**src/rtl/sha256_message_scheduler.sv**
```systemverilog
// rtl/sha256_message_scheduler.sv - SHA-256 message schedule generator streaming W[0..63] per 512-bit block
module sha256_message_scheduler (
  input  logic         clk,
  input  logic         reset,
  input  logic [511:0] block_in,
  input  logic         block_valid,
  output logic         block_ready,
  output logic [31:0]  w_out,
  output logic [5:0]   round_out,
  output logic         w_valid,
  input  logic         w_ready,
  output logic         done
);

  typedef enum logic {IDLE, RUN} state_t;

  state_t      state, state_n;
  logic [31:0] win [16];
  logic [5:0]  round;
  logic        load, shift, last;
  logic [31:0] w_next;

  function automatic logic [31:0] sig0(input logic [31:0] x);
    return {x[6:0], x[31:7]} ^ {x[17:0], x[31:18]} ^ (x >> 3);
  endfunction

  function automatic logic [31:0] sig1(input logic [31:0] x);
    return {x[16:0], x[31:17]} ^ {x[18:0], x[31:19]} ^ (x >> 10);
  endfunction

  always_comb begin
    state_n = state;
    load    = 1'b0;
    shift   = 1'b0;
    case (state)
      IDLE: begin
        if (block_valid) begin
          load    = 1'b1;
          state_n = RUN;
        end
      end
      RUN: begin
        if (w_ready) begin
          shift = 1'b1;
          if (round == 6'd63) state_n = IDLE;
        end
      end
      default: state_n = IDLE;
    endcase
  end

  assign last   = shift && (round == 6'd63);
  assign w_next = sig1(win[14]) + win[9] + sig0(win[1]) + win[0];

  always_ff @(posedge clk or negedge reset) begin
    if (!reset) begin
      state <= IDLE;
      round <= '0;
      done  <= 1'b0;
      for (int i = 0; i < 16; i++) win[i] <= '0;
    end else begin
      state <= state_n;
      done  <= last;
      if (load) begin
        for (int i = 0; i < 16; i++) win[i] <= block_in[511-32*i -: 32];
        round <= '0;
      end else if (shift) begin
        for (int i = 0; i < 15; i++) win[i] <= win[i+1];
        win[15] <= w_next;
        round   <= last ? 6'd0 : round + 6'd1;
      end
    end
  end

  // Leftover window words past W[63] stay hidden while idle.
  assign block_ready = (state == IDLE);
  assign w_valid     = (state == RUN);
  assign w_out       = (state == RUN) ? win[0] : 32'd0;
  assign round_out   = round;

endmodule

```
**config.mk**
```make
export PLATFORM = sky130hd
export DESIGN_NAME = sha256_message_scheduler
export DESIGN_NICKNAME = d
export VERILOG_FILES = /design/src/rtl/sha256_message_scheduler.sv
export SDC_FILE = /design/constraint.sdc
export NUM_CORES = 1
export LEC_CHECK = 0
export ABC_AREA = 1
export BUFFER_PORTS_ARGS = -buffer_cell sky130_fd_sc_hd__buf_4
export CORE_MARGIN = 10
export CORE_UTILIZATION = 46
export CTS_CLUSTER_DIAMETER = 80
export DETAILED_ROUTE_END_ITERATION = 7
export PLACE_DENSITY_LB_ADDON = 0.15
export SLEW_MARGIN = 20
export SYNTH_ARGS = -nofsm -noshare
export SYNTH_HDL_FRONTEND = slang
export SYNTH_SLANG_ARGS = --single-unit
```
**constraint.sdc**
```tcl
create_clock -name clk -period 5 [get_ports clk]
set_clock_uncertainty 0.2 [all_clocks]
set_input_delay 1.25 -clock clk [delete_from_list [all_inputs] [get_ports clk]]
set_output_delay 1.25 -clock clk [all_outputs]
set_load 0.01 [all_outputs]
```
==> Yosys cells after proc, flatten, opt, wreduce, memory -nomap -nowiden <==
Index checks and enable logic that the tools add are counted.
{ "classes": {"n_shift": 0, "mux": 13, "order_cmp": 0, "bitwise": 5, "multipliers": 0, "add_sub_neg": 4, "div": 0, "reduce_logical": 2, "n_eq_ne": 1} }
{ "ops": {"columns": ["operator", "count"], "rows": [
  ["$mux W512", 2],
  ["$add A32 B32 Y32", 3],
  ["$xor A32 B32 Y32", 2],
  ["$mux W32", 1],
  ["$xor A32 B22 Y32", 1],
  ["$xor A32 B29 Y32", 1],
  ["$mux W6", 3],
  ["$add A6 B1 Y6 const B", 1],
  ["$eq A6 B6 Y1 const B", 1],
  ["$mux W1", 6],
  ["$pmux W1 S2", 1],
  ["$reduce_bool A2 Y1", 1],
  ["$logic_and A1 B1 Y1", 1],
  ["$not A1 Y1", 1]
]} }
{ "totals": {"romBits": 0, "output_inout_bits": 41, "mem_bits_rw": 0, "latch_bits": 0, "word_cells": 44, "ff_bits": 520, "in_bits": 516, "mem_count": 0} }

==> Longest topological paths before layout <==
{ "logic_depth": {"word_depth": 7, "depth_mapped": 19, "depth_no_buf": 18} }

==> Worst setup path after synthesis <==
Ideal clock, no wire load.
{ "synth_path": {"kind": "reg2reg", "startpoint": "reg win[50] (netlist name)", "endpoint": "reg win[17] (netlist name)", "required_ns": 4.672, "setup_time_ns": 0.128, "path_buffers": 0, "arrival_ns": 3.198, "stages_incl_launch_ff": 16, "path_slack_ns": 1.474, "period_less_slack_ns": 3.526, "path_cell_list": "dfrtp_1 xnor2_1 xor2_1 fa_1 inv_1 fa_1 ha_1 fa_1 nand3_1 nand3_1 a21oi_1 nor2_1 o21bai_1 nand3_1 nand2_1 o21ai_1"} }
{ "synth_via": {"elab_chain_cells": 7} }
{ "synth_rtl": {"columns": ["item", "line_no", "text"], "rows": [
  ["start: declaration", "18", "logic [31:0] win [16];"],
  ["$xor A32 B32 Y32", "28", "return {x[16:0], x[31:17]} ^ {x[18:0], x[31:19]} ^ (x >> 10);"],
  ["$xor A32 B22 Y32 *", "28", null],
  ["$add A32 B32 Y32 * (3 in a row)", "53", "assign w_next = sig1(win[14]) + win[9] + sig0(win[1]) + win[0];"],
  ["$mux W512 *", "67", "end else if (shift) begin"],
  ["$mux W512 *", "64", "if (load) begin"]
]} }
Mark *: on every way between the ends. The rest lies on a longest branch, timed or not. The select of a mux whose other input is x is not followed.
A chain may end at the register's enable or synchronous reset.

==> Worst setup path in the final report <==
{ "layout_path": {"startpoint": "reg win[50] (netlist name)", "endpoint": "reg win[21] (netlist name)"} }
The elaborated chain is that of the path after synthesis.

==> results.py <==
metrics = {
    "floorplanning": {
        "rows": 92,
        "start_util_pct": 46.4,
        "placeableCoreArea_mm2": 0.0631,
        "die_x_um": 272,
        "die_h_um": 272,
        "dieArea_mm2": 0.0741,
        "io_pins": 557,
    },
    "global_route": {
        "grt_pass1_wl_um": 166000,
        "grtUsageTotal_pct": 29.8,
        "antenna_found_initial": 21,
        "grt_use_met1_pct": 40.7,
        "grt_use_met2_pct": 47.9,
        "gr-total-overflow": 0,
        "first_global_vias": 26100,
        "grt_max_degree": 292,
        "met3_usage_pct": 4.44,
        "top_usage_layer": "met2",
    },
    "clock_network": {
        "cts-root-buf": "clkbuf_16",
        "cts-resized-gates": 0,
        "numCtsBuffers": 58,
        "hold_buffers": 0,
        "clkTransAtPathRegs_ns": 0.06,
        "cts_tree": "built",
        "cts-htree-levels": 2,
        "clock_sink_count": 520,
        "cts_setup_buffers": 0,
        "clock_latency_ns": 0.64,
        "clock_path_buffers": 3,
    },
    "pwr": {
        "vdd_ir_drop_max_v": 0.000495,
        "powerDensity_mw_per_mm2": 739,
        "p_leak_nw": 17.4,
    },
    "critical_path": {
        "end_kind": "flip-flop",
        "crit_fanout": 5,
        "crit_type": "flip-flop to flip-flop",
        "crit_arrival_ns": 4.37,
        "r2r_start": "win[50]$_DFFE_PN0P_",
        "required_ns": 5.29,
        "crit_path_start": "win[50]$_DFFE_PN0P_",
        "start_kind": "flip-flop",
    },
    "place": {
        "hpwl_um": 87800,
        "placed_area_mm2": 0.0338,
        "place_congestion": 0.966,
        "numPortBuffers": 556,
    },
    "route": {
        "drc": 0,
        "drt_iter0_drc": 3364,
        "wl_um": 115000,
        "via_per_inst": 5.36,
        "drt-wirelength-per-cell_um": 23.0,
        "vias": 26700,
        "antenna_left": 0,
        "drt_first_pass_iters": 5,
    },
    "finish": {
        "drive_above_1_share_pct": 17.3,
        "fin_area_mm2": 0.0358,
        "nets": 4692,
        "syn_to_final_growth_pct": 22.3,
    },
    "synth": {
        "synth_nets": 4264,
        "ys_ff_latch": 520,
        "async_flop_share_pct": 100,
        "synth_area_per_cell_um2": 8.01,
        "ys_seq_area_share_pct": 44.5,
        "ys.flop_type": "dfrtp_1",
        "syn-cell-area_mm2": 0.0293,
        "yosysUniqueCellTypes": 31,
        "netlist_instances": 3654,
        "synth_warnings": 0,
        "synth-edff-count": 0,
    },
    "timing": {
        "finalHoldViolCount": 0,
        "fmax_ghz": 0.245,
        "finalSetupTns_ns": 0,
        "fin_crit_sh_pct": 81.6,
        "slew_violations": 0,
        "hold_ws_ns": 0.285,
        "worstMarginPinSlew_ns": 0.950,
        "finalSetupViolCount": 0,
        "grt_setup_unrepaired": "no",
        "slew_headroom_pct": 36.6,
        "fin_crit_ns": 4.08,
    },
    "worst_hold_path": {
        "worstHoldStart": "win[25]$_DFFE_PN0P_",
        "hold_class": "flip-flop to flip-flop",
    },
    "flow_run": {
        "cap_violations": 0,
    },
    "outcome": {
        "outcome": "complete, no violations",
    },
}
## cell type report
type                       instances  area (µm²)
antenna                           20        50.0
clock buffer                      89        1700
clock inverter                    13         229
fill                            6038       27300
inverter                         704        2650
multi-input combinational       2199       12400
sequential                       520       13000
tap                              846        1060
timing repair buffer             599        4690
## through the flow
step | utilization (%) | total power, mW | cells | worst slack, ns
6_report | 56.7 | 26.4 | 4990 | 0.922
5_1_grt | 56.7 | 28.5 | 4988 | 0.738
4_1_cts | 56.7 | 26.2 | 4970 | 0.962
3_5_place_dp | 53.6 | 21.7 | 4868 | 0.997
3_3_place_gp | 53.6 | 21.6 | 4868 | 1.05
2_1_floorplan | - | 16.3 | 3654 | 1.47
## cell families after synthesis
| family | count (synthesis) | share of synthesized area [%] |
|---|---|---|
| AO/OA/AOI/OAI | 1494 | 26.3 |
| XOR/XNOR | 132 | 3.95 |
| adder cells (fa/ha/maj) | 94 | 5.61 |
| buffers and inverters | 935 | 13.2 |
| flip-flops | 520 | 44.5 |
| AND/OR/NAND/NOR | 479 | 6.49 |
## power breakdown
part / internal (mW) / total, mW / switching [mW]
Combinational: 5.40 / 16.0 / 10.6
Sequential: 5.42 / 6.06 / 0.649
Clock: 2.59 / 4.39 / 1.80
Total: 13.4 / 26.4 / 13.0
## layer usage
metal	up-vias	routed length, µm
met5	-	27
met4	4	3010
met3	153	8340
met2	1069	54800
met1	12900	48500
li1	12600	-
## path summary, 6_finish.rpt
check                                            end  slack (ns)  cells after the start
worst max-delay path             win[21]$_DFFE_PN0P_        0.92                     17
worst min-delay path             win[25]$_DFFE_PN0P_        0.28                      2
worst max register to register   win[21]$_DFFE_PN0P_        0.92                     17
worst min register to register   win[25]$_DFFE_PN0P_        0.28                      2
max in group asynchronous       win[112]$_DFFE_PN0P_        3.07                      2
min in group asynchronous       win[410]$_DFFE_PN0P_        0.48                      1
## flip-flops by register name (all words and copies together) (netlist names)
name,count
win,512
w_valid,1
done,1
round_out,6
## critical path: stages, from the launching register on
cell and delay (ns):
dfrtp_1 0.46, xnor2_1 0.23, xor2_1 0.21, fa_1 0.45, inv_1 0.09, fa_1 0.42, ha_1 0.27, fa_1 0.53
nand3_1 0.12, nand3_1 0.15, nand3_1 0.11, nand3_1 0.17, nand2_1 0.14, nand2_1 0.06, nand2_1 0.06, nand3_1 0.12
nand2_1 0.10, o21ai_1 0.06
## synth_stat cells (38+ instances only)
| master | number | area share (%) |
|---|---|---|
| nand2_1 | 309 | 4.0 |
| xor2_1 | 66 | 2.0 |
| dfrtp_1 | 520 | 44 |
| xnor2_1 | 66 | 2.0 |
| a21oi_1 | 50 | 0.86 |
| o21ai_0 | 1044 | 18 |
| fa_1 | 62 | 4.2 |
| buf_6 | 38 | 1.5 |
| inv_1 | 700 | 9.0 |
| nor2_1 | 110 | 1.4 |
| clkbuf_1 | 143 | 1.8 |
| nand3_1 | 49 | 0.84 |
| buf_2 | 46 | 0.79 |
| o21ai_1 | 360 | 6.2 |
## cells in the final DEF, fill, tap and decap left out, types with 5 or more instances in the layout
cell | synthesis | routed
nor2_1 | 110 | 110
clkbuf_8 | 0 | 13
ha_1 | 32 | 32
o21ai_0 | 1044 | 1044
o22ai_2 | 23 | 23
inv_1 | 700 | 700
fa_1 | 62 | 62
a21oi_1 | 50 | 50
o21bai_1 | 5 | 5
xnor2_1 | 66 | 66
o22ai_1 | 7 | 7
nand3_1 | 49 | 49
o21ai_1 | 360 | 360
xor2_1 | 66 | 66
clkbuf_16 | 0 | 58
buf_4 | 3 | 583
dfrtp_1 | 520 | 520
clkbuf_1 | 143 | 18
nand2_1 | 309 | 309
diode_2 | 0 | 20
bufinv_16 | 0 | 5
buf_12 | 0 | 15
No activity file was read; power rests on OpenSTA's default activity.
